$ cat src/rtl/alu_pkg.sv
// Shared constants and types for the ALU issue stage.
// Unit-select codes, FSM state encoding and width defaults.
package alu_pkg;

    localparam int ALU_W_IN  = 16;
    localparam int ALU_W_OUT = 16;

    localparam logic [1:0] UNIT_ARITH = 2'b00;
    localparam logic [1:0] UNIT_LOGIC = 2'b01;
    localparam logic [1:0] UNIT_CMP   = 2'b10;
    localparam logic [1:0] UNIT_SHIFT = 2'b11;

    localparam logic [1:0] ST_IDLE  = 2'd0;
    localparam logic [1:0] ST_ISSUE = 2'd1;
    localparam logic [1:0] ST_WAIT  = 2'd2;
    localparam logic [1:0] ST_RESP  = 2'd3;

    typedef struct packed {
        logic shift;
        logic cmp;
        logic lgc;
        logic arith;
    } unit_en_t;

endpackage

$ cat src/rtl/alu_unit_dec.sv
// Unit-select decoder: 2-bit select plus go into one-hot unit enables.
// All enables stay low while go is low.
module alu_unit_dec
    import alu_pkg::*;
(
    input  logic       i_go,
    input  logic [1:0] i_sel,
    output unit_en_t   o_en
);

    // Raise exactly one enable for the selected unit when go is set
    always_comb begin
        o_en = '0;
        if (i_go) begin
            unique case (i_sel)
                UNIT_ARITH: o_en.arith = 1'b1;
                UNIT_LOGIC: o_en.lgc   = 1'b1;
                UNIT_CMP:   o_en.cmp   = 1'b1;
                UNIT_SHIFT: o_en.shift = 1'b1;
            endcase
        end
    end

endmodule

$ cat src/rtl/alu_issue_ctrl.sv
// ALU issue stage: accepts a command, pulses one unit enable, captures
// the unit result and holds it until consumed. Option: ALU_ISSUE_FLAG_CHECK_EN.
module alu_issue_ctrl
    import alu_pkg::*;
#(
    parameter int WIDTH_IN_DATA  = ALU_W_IN,
    parameter int WIDTH_OUT_DATA = ALU_W_OUT
) (
    input  logic                      CLK_seq,
    input  logic                      RST_seq,
    input  logic                      Cmd_Valid,
    output logic                      Cmd_Ready,
    input  logic [WIDTH_IN_DATA-1:0]  Cmd_A,
    input  logic [WIDTH_IN_DATA-1:0]  Cmd_B,
    input  logic [3:0]                Cmd_Fun,
    output logic [WIDTH_IN_DATA-1:0]  A_unit,
    output logic [WIDTH_IN_DATA-1:0]  B_unit,
    output logic [1:0]                ALU_FUN_unit,
    output logic                      Arith_Enable,
    output logic                      Logic_Enable,
    output logic                      Cmp_Enable,
    output logic                      Shift_Enable,
    input  logic [WIDTH_OUT_DATA:0]   Unit_OUT,
    input  logic                      Unit_Flag,
    output logic                      Res_Valid,
    input  logic                      Res_Ready,
    output logic [WIDTH_OUT_DATA:0]   Res_Data,
    output logic [3:0]                Res_Fun,
    output logic                      Res_Err
);

    logic [1:0]                r_state;
    logic [1:0]                w_state_nxt;
    logic [WIDTH_IN_DATA-1:0]  r_a;
    logic [WIDTH_IN_DATA-1:0]  r_b;
    logic [1:0]                r_sub;
    logic [3:0]                r_fun;
    logic [WIDTH_OUT_DATA:0]   r_data;
    logic                      w_accept;
    logic                      w_go;
    unit_en_t                  w_en;

    // Ready only in IDLE, and never while reset is asserted
    assign Cmd_Ready = (r_state == ST_IDLE) && !RST_seq;
    assign w_accept  = Cmd_Valid && Cmd_Ready;
    assign w_go      = (r_state == ST_ISSUE);

    // Next-state selection for the issue sequence
    always_comb begin
        w_state_nxt = r_state;
        unique case (r_state)
            ST_IDLE:  if (w_accept) w_state_nxt = ST_ISSUE;
            ST_ISSUE: w_state_nxt = ST_WAIT;
            ST_WAIT:  w_state_nxt = ST_RESP;
            ST_RESP:  if (Res_Ready) w_state_nxt = ST_IDLE;
        endcase
    end

    // State register; reset drops any in-flight command
    always_ff @(posedge CLK_seq or posedge RST_seq) begin
        if (RST_seq) r_state <= ST_IDLE;
        else         r_state <= w_state_nxt;
    end

    // Operand and function capture on accept; held until next accept
    always_ff @(posedge CLK_seq or posedge RST_seq) begin
        if (RST_seq) begin
            r_a   <= '0;
            r_b   <= '0;
            r_sub <= '0;
            r_fun <= '0;
        end else if (w_accept) begin
            r_a   <= Cmd_A;
            r_b   <= Cmd_B;
            r_sub <= Cmd_Fun[1:0];
            r_fun <= Cmd_Fun;
        end
    end

    // Result capture one cycle after the enable pulse
    always_ff @(posedge CLK_seq or posedge RST_seq) begin
        if (RST_seq)                 r_data <= '0;
        else if (r_state == ST_WAIT) r_data <= Unit_OUT;
    end

`ifdef ALU_ISSUE_FLAG_CHECK_EN
    logic r_err;

    // Missing unit flag marks the captured result as suspect
    always_ff @(posedge CLK_seq or posedge RST_seq) begin
        if (RST_seq)                 r_err <= 1'b0;
        else if (r_state == ST_WAIT) r_err <= !Unit_Flag;
    end

    assign Res_Err = r_err;
`else
    logic w_unused_flag;
    assign w_unused_flag = Unit_Flag;
    assign Res_Err       = 1'b0;
`endif

    alu_unit_dec u_dec (
        .i_go  (w_go),
        .i_sel (r_fun[3:2]),
        .o_en  (w_en)
    );

    assign Arith_Enable = w_en.arith;
    assign Logic_Enable = w_en.lgc;
    assign Cmp_Enable   = w_en.cmp;
    assign Shift_Enable = w_en.shift;

    assign A_unit       = r_a;
    assign B_unit       = r_b;
    assign ALU_FUN_unit = r_sub;
    assign Res_Valid    = (r_state == ST_RESP);
    assign Res_Data     = r_data;
    assign Res_Fun      = r_fun;

endmodule

$ cat config.mk
export PLATFORM = sky130hd
export DESIGN_NAME = alu_issue_ctrl
export DESIGN_NICKNAME = d
export VERILOG_FILES = /design/src/rtl/alu_pkg.sv /design/src/rtl/alu_unit_dec.sv /design/src/rtl/alu_issue_ctrl.sv
export SDC_FILE = /design/constraint.sdc
export NUM_CORES = 1
export LEC_CHECK = 0
export CAP_MARGIN = 20
export CORE_MARGIN = 4
export CORE_UTILIZATION = 30
export CTS_CLUSTER_SIZE = 30
export DETAILED_ROUTE_END_ITERATION = 10
export PLACE_DENSITY = 0.68
export SLEW_MARGIN = 20
export SYNTH_ARGS = -nofsm -noshare
export SYNTH_HDL_FRONTEND = slang
export SYNTH_SLANG_ARGS = --single-unit
$ cat constraint.sdc
create_clock -name CLK_seq -period 2.8 [get_ports CLK_seq]
set_input_delay 0.56 -clock CLK_seq [delete_from_list [all_inputs] [get_ports CLK_seq]]
set_output_delay 0.56 -clock CLK_seq [all_outputs]
set_load 0.05 [all_outputs]
* Yosys cells after proc, flatten, opt, wreduce, memory -nomap -nowiden *
Cells that the tools add are included.

operators by class
  eq/ne operators = 8
  reductions and logical operators = 6
  mux-type cells = 8

operator list
  operator              number
  $eq A2 B2 Y1 const B  4
  $pmux W2 S4           1
  $eq A2 B1 Y1 const B  2
  $logic_not A2 Y1      2
  $mux W1               4
  $mux W2               2
  $mux W4               1
  $logic_and A1 B1 Y1   2
  $ne A2 B1 Y1 const B  1
  $ne A2 B2 Y1 const B  1
  $reduce_and A2 Y1     1
  $logic_not A1 Y1      1

storage, ports and cells
  bits in registers = 57
  output and inout port bits = 62
  logic and storage cells = 28

* Depth between registers and ports, before layout *
Gate-level depths: netlist of run 1.

  depth after elaboration = 5
  depth in mapped cells = 6

* Hierarchy *
Synthesis of run 1 repeated with hierarchy kept, for this count alone.

unflattened totals
  cells, all modules = 137
  area, all modules = 2361.0 µm²

modules (own cells, without submodules)
  module          area each (µm²)  seq. area each (µm²)  cells each  times used
  alu_issue_ctrl  2323.5           1376.3                133         1
  alu_unit_dec    37.5             0.0                   4           1

* Worst setup path after synthesis of run 1 *
OpenSTA, ideal clock, no wires.

  path type = register -> output
  start = reg r_fun[2], in the netlist Res_Fun[2]
  end = out Arith_Enable
  data arrival time = 1.818 ns
  cell stages (with the launch flop) = 2
  slack = 0.422 ns
  required time = 2.240 ns
  path through = dfrtp_1 nor3b_1

on the way
  word-level cells in the longest chain between the ends = 3

ends and longest elaborated chain
  what                    line                  source
  from (decl)             alu_issue_ctrl.sv:37  logic [3:0] r_fun;
  from (signal assigned)  alu_issue_ctrl.sv:76  r_fun <= Cmd_Fun;
  $logic_not A2 Y1        alu_unit_dec.sv:15    unique case (i_sel)
  $mux W1                 alu_unit_dec.sv:15
  $mux W4                 alu_unit_dec.sv:14    if (i_go) begin
  to (decl)               alu_issue_ctrl.sv:19  output logic Arith_Enable,

Every way passes these cells.

* Final worst setup path of run 1 *
  start = reg r_state[1]
  end = out Shift_Enable

on the way
  word-level cells in the longest chain between the ends = 2

ends and longest elaborated chain
  what                    line                  source
  from (decl)             alu_issue_ctrl.sv:32  logic [1:0] r_state;
  from (signal assigned)  alu_issue_ctrl.sv:62  else r_state <= w_state_nxt;
  $eq A2 B1 Y1            alu_issue_ctrl.sv:46  assign w_go = (r_state == ST_ISSUE);
  $mux W4                 alu_unit_dec.sv:14
  to (decl)               alu_issue_ctrl.sv:22  output logic Shift_Enable,

Every way passes these cells.

==> summary.txt, run 1 <==
Outcome
  – Status: finished, final reports clean

Logic synthesis
  – Netlist area before placement: 2311 sq um
  – Syn nets: 198
  – Synth Area in Compound Gates: 0.006497
  – Mux contribution to synthesized area: 0.3119
  – Adder-cell share of the synthesized area: 0.02166
  – Synth Area in Simple Gates: 0.02924
  – Post-Syn Instances: 136
  – YS warnings: 0
  – Mapped Avg Cell Area: 16.99 sq um
  – Synth Register Bits: 55
  – Synth cell types: 20
  – Sequential-to-total area share from yosys stat: 0.5956
  – Largest family of logic cells by synthesized area: multiplexers
  – Post-Synth XOR/XNOR Area: 0

Timing
  – Final Max Tran Viols: 0
  – # setup viols final: 0
  – Rel. slew slack: 0.4662
  – Fin crit share: 0.9224
  – Final hold vios: 0
  – Clock Skew: 8.122 ps
  – Worst slew pin tran: approximately 800 ps
  – Total negative slack: 0 ps
  – RSZ-0062 raised after global routing: no
  – F_max: 387.2 MHz
  – Min Tclk post-route: 2583 ps

GRT
  – Largest net degree at the start of global routing: 35
  – Antenna violations before repair: 0
  – GRT Total Usage: 0.1152
  – Vias in the first global route: 1601
  – GRT overflow: 0
  – Global-route wire length before repair: roughly 8.0 mm

Detailed routing
  – Routed WL per cell: between 10 and 15 microns
  – Routed WL: 5.233 mm
  – Post-DRT Antenna Nets: 0
  – Drt first pass iters: 4
  – Vias/cell: about 4.2
  – DRT iter0 DRCs: 31
  – Routed vias: 1498
  – Detailed-route DRC error count: 0

Cells and area
  – Most common cell after layout, fill and taps aside: clkdlybuf4s50_1
  – # diodes: 0
  – # fillers: 661
  – Number of nets in the layout: 317
  – P&R area growth vs syn: 61.13%
  – Most frequent cells in the layout: clkdlybuf4s50_1, dfrtp_1, mux2_4, mux2_2, clkbuf_8
  – Share of cells above drive strength 1: 0.2695

Floorplanning
  – Die area: 9171 sq um
  – Initial Util: 0.3136
  – I/O pin count: 120
  – Die H: 95.77 microns
  – DIE WIDTH: 95.77 microns
  – Core area: 7370 sq um
  – Row count: 31

Clock tree
  – Postcts setup bufs: 0
  – Level count of the clock H-tree: 2
  – Num Clock Sinks: 55
  – Hold Buf Count CTS: 0
  – Num CTS Buffers: 5
  – Worst skew pair latency: roughly 300 ps
  – CTS clk-pin slew, worst paths: 100 ps
  – CTS max path bufs: 2
  – Root Buffer Master: clkbuf_8
  – CTS tree: done

Worst setup path
  – Worst Setup Start Kind: register
  – Required time worst endpoint: 2240 ps
  – Worst setup EP type: output pin
  – Critical path origin: r_state[1]
  – Kind of critical path: register to output pin
  – CP max FO: 4
  – Critical path arrival: 2020 ps
  – R2r startpoint: r_state[0]

Worst hold path
  – Hold Crit Class: register to register
  – Min-Delay Startpoint: Res_Data[12]

Place
  – DP HPWL: 3.908 mm
  – Port bufs: 117
  – RePlAce Congestion: 0.6659

Job
  – MaxCap Viol Count: 0
==> cells by family after synthesis <==
logic type	count (synthesis)
AND/OR/NAND/NOR	9
multiplexers	54
AO/OA/AOI/OAI	2
flip-flops	55
buffers and inverters	11
other	1
adder cells (fa/ha/maj)	4
==> per-layer routing <==
metal  global-route usage  wire [microns]
met5                    0               0
met4              0.02844              48
met3              0.04222             413
met2               0.1893            2560
met1               0.1438            2210
==> cell type report <==
type | instances | area [sq um] | share of cell area
clock inverter | 3 | 67.56 | 0.01815
inverter | 3 | 11.26 | 0.003024
clock buffer | 5 | 68.82 | 0.01848
multi-input combinational | 70 | 857.1 | 0.2302
sequential | 55 | 1376 | 0.3696
timing repair buffer | 120 | 1219 | 0.3273
tap | 99 | 123.9 | 0.03327
==> worst max-delay path, stage by stage (launching register included) <==
cell,delay (ps)
dfrtp_1,420
inv_1,90
ha_1,220
and3_1,170
clkdlybuf4s50_1,810
==> sequential cells by signal, summed over array words and instances (netlist names) <==
| signal | flops |
|---|---|
| r_state | 2 |
| Res_Data | 17 |
| ALU_FUN_unit | 1 |
| A_unit | 16 |
| Res_Fun | 3 |
| B_unit | 16 |
==> cells in the mapped netlist <==
library cell,count,share of area
dfrtp_1,55,0.60
o32a_1,1,0.0043
nor2_1,1,0.0016
mux2_4,30,0.19
buf_2,2,0.0043
nor2b_1,1,0.0027
nand2b_1,1,0.0027
and3_1,1,0.0027
nor2b_4,1,0.0060
a21oi_1,1,0.0022
buf_6,3,0.015
nand2_1,1,0.0016
nand2_4,1,0.0049
and3b_1,1,0.0038
conb_1,1,0.0016
mux2_2,24,0.12
ha_1,4,0.022
buf_4,3,0.0097
nor3b_1,1,0.0032
inv_1,3,0.0049
==> per-stage QoR <==
stage,util,instance area [sq um],hold slack (ps),setup WS (ps),std cells
6_report,0.5053,3724,512.9,217.3,355
5_1_grt,0.5053,3724,527.4,62.53,355
3_5_place_dp,0.4864,3585,491.8,458.9,347
2_1_floorplan,-,2311,527.9,421.7,136
3_3_place_gp,0.4864,3585,488.4,530.4,347
4_1_cts,0.5049,3721,516.9,79.26,355
==> final timing paths <==
check	to	slack, ps	depth (start not counted)
max reg2reg	Res_Fun[1]	940	6
min in group asynchronous	Res_Data[8]	700	2
min reg2reg	Res_Data[12]	510	1
max	Shift_Enable	220	4
max in group asynchronous	B_unit[14]	1530	3
min	Res_Data[12]	510	1
==> what timing repair did <==
item	CTS	global route
gates resized for setup	0	1
endpoints found under the hold margin	0	0
setup endpoints to repair	0	1
Power of run 1 is left out: the tool's default activity adds up to more than one toggle a clock period on the data nets, which glitch-free logic cannot reach.
==> run 2, diff against run 1 <==
--- a/config.mk
+++ b/config.mk
@@ -8,10 +8,8 @@
 export CAP_MARGIN = 20
 export CORE_MARGIN = 4
 export CORE_UTILIZATION = 30
-export CTS_CLUSTER_SIZE = 30
 export DETAILED_ROUTE_END_ITERATION = 10
 export PLACE_DENSITY = 0.68
-export SLEW_MARGIN = 20
 export SYNTH_ARGS = -nofsm -noshare
 export SYNTH_HDL_FRONTEND = slang
 export SYNTH_SLANG_ARGS = --single-unit
==> results of run 2 <==
Same layout as run 1: the final DEF is identical, and so are final timing and power.
Power of run 2 is left out for the same reason.
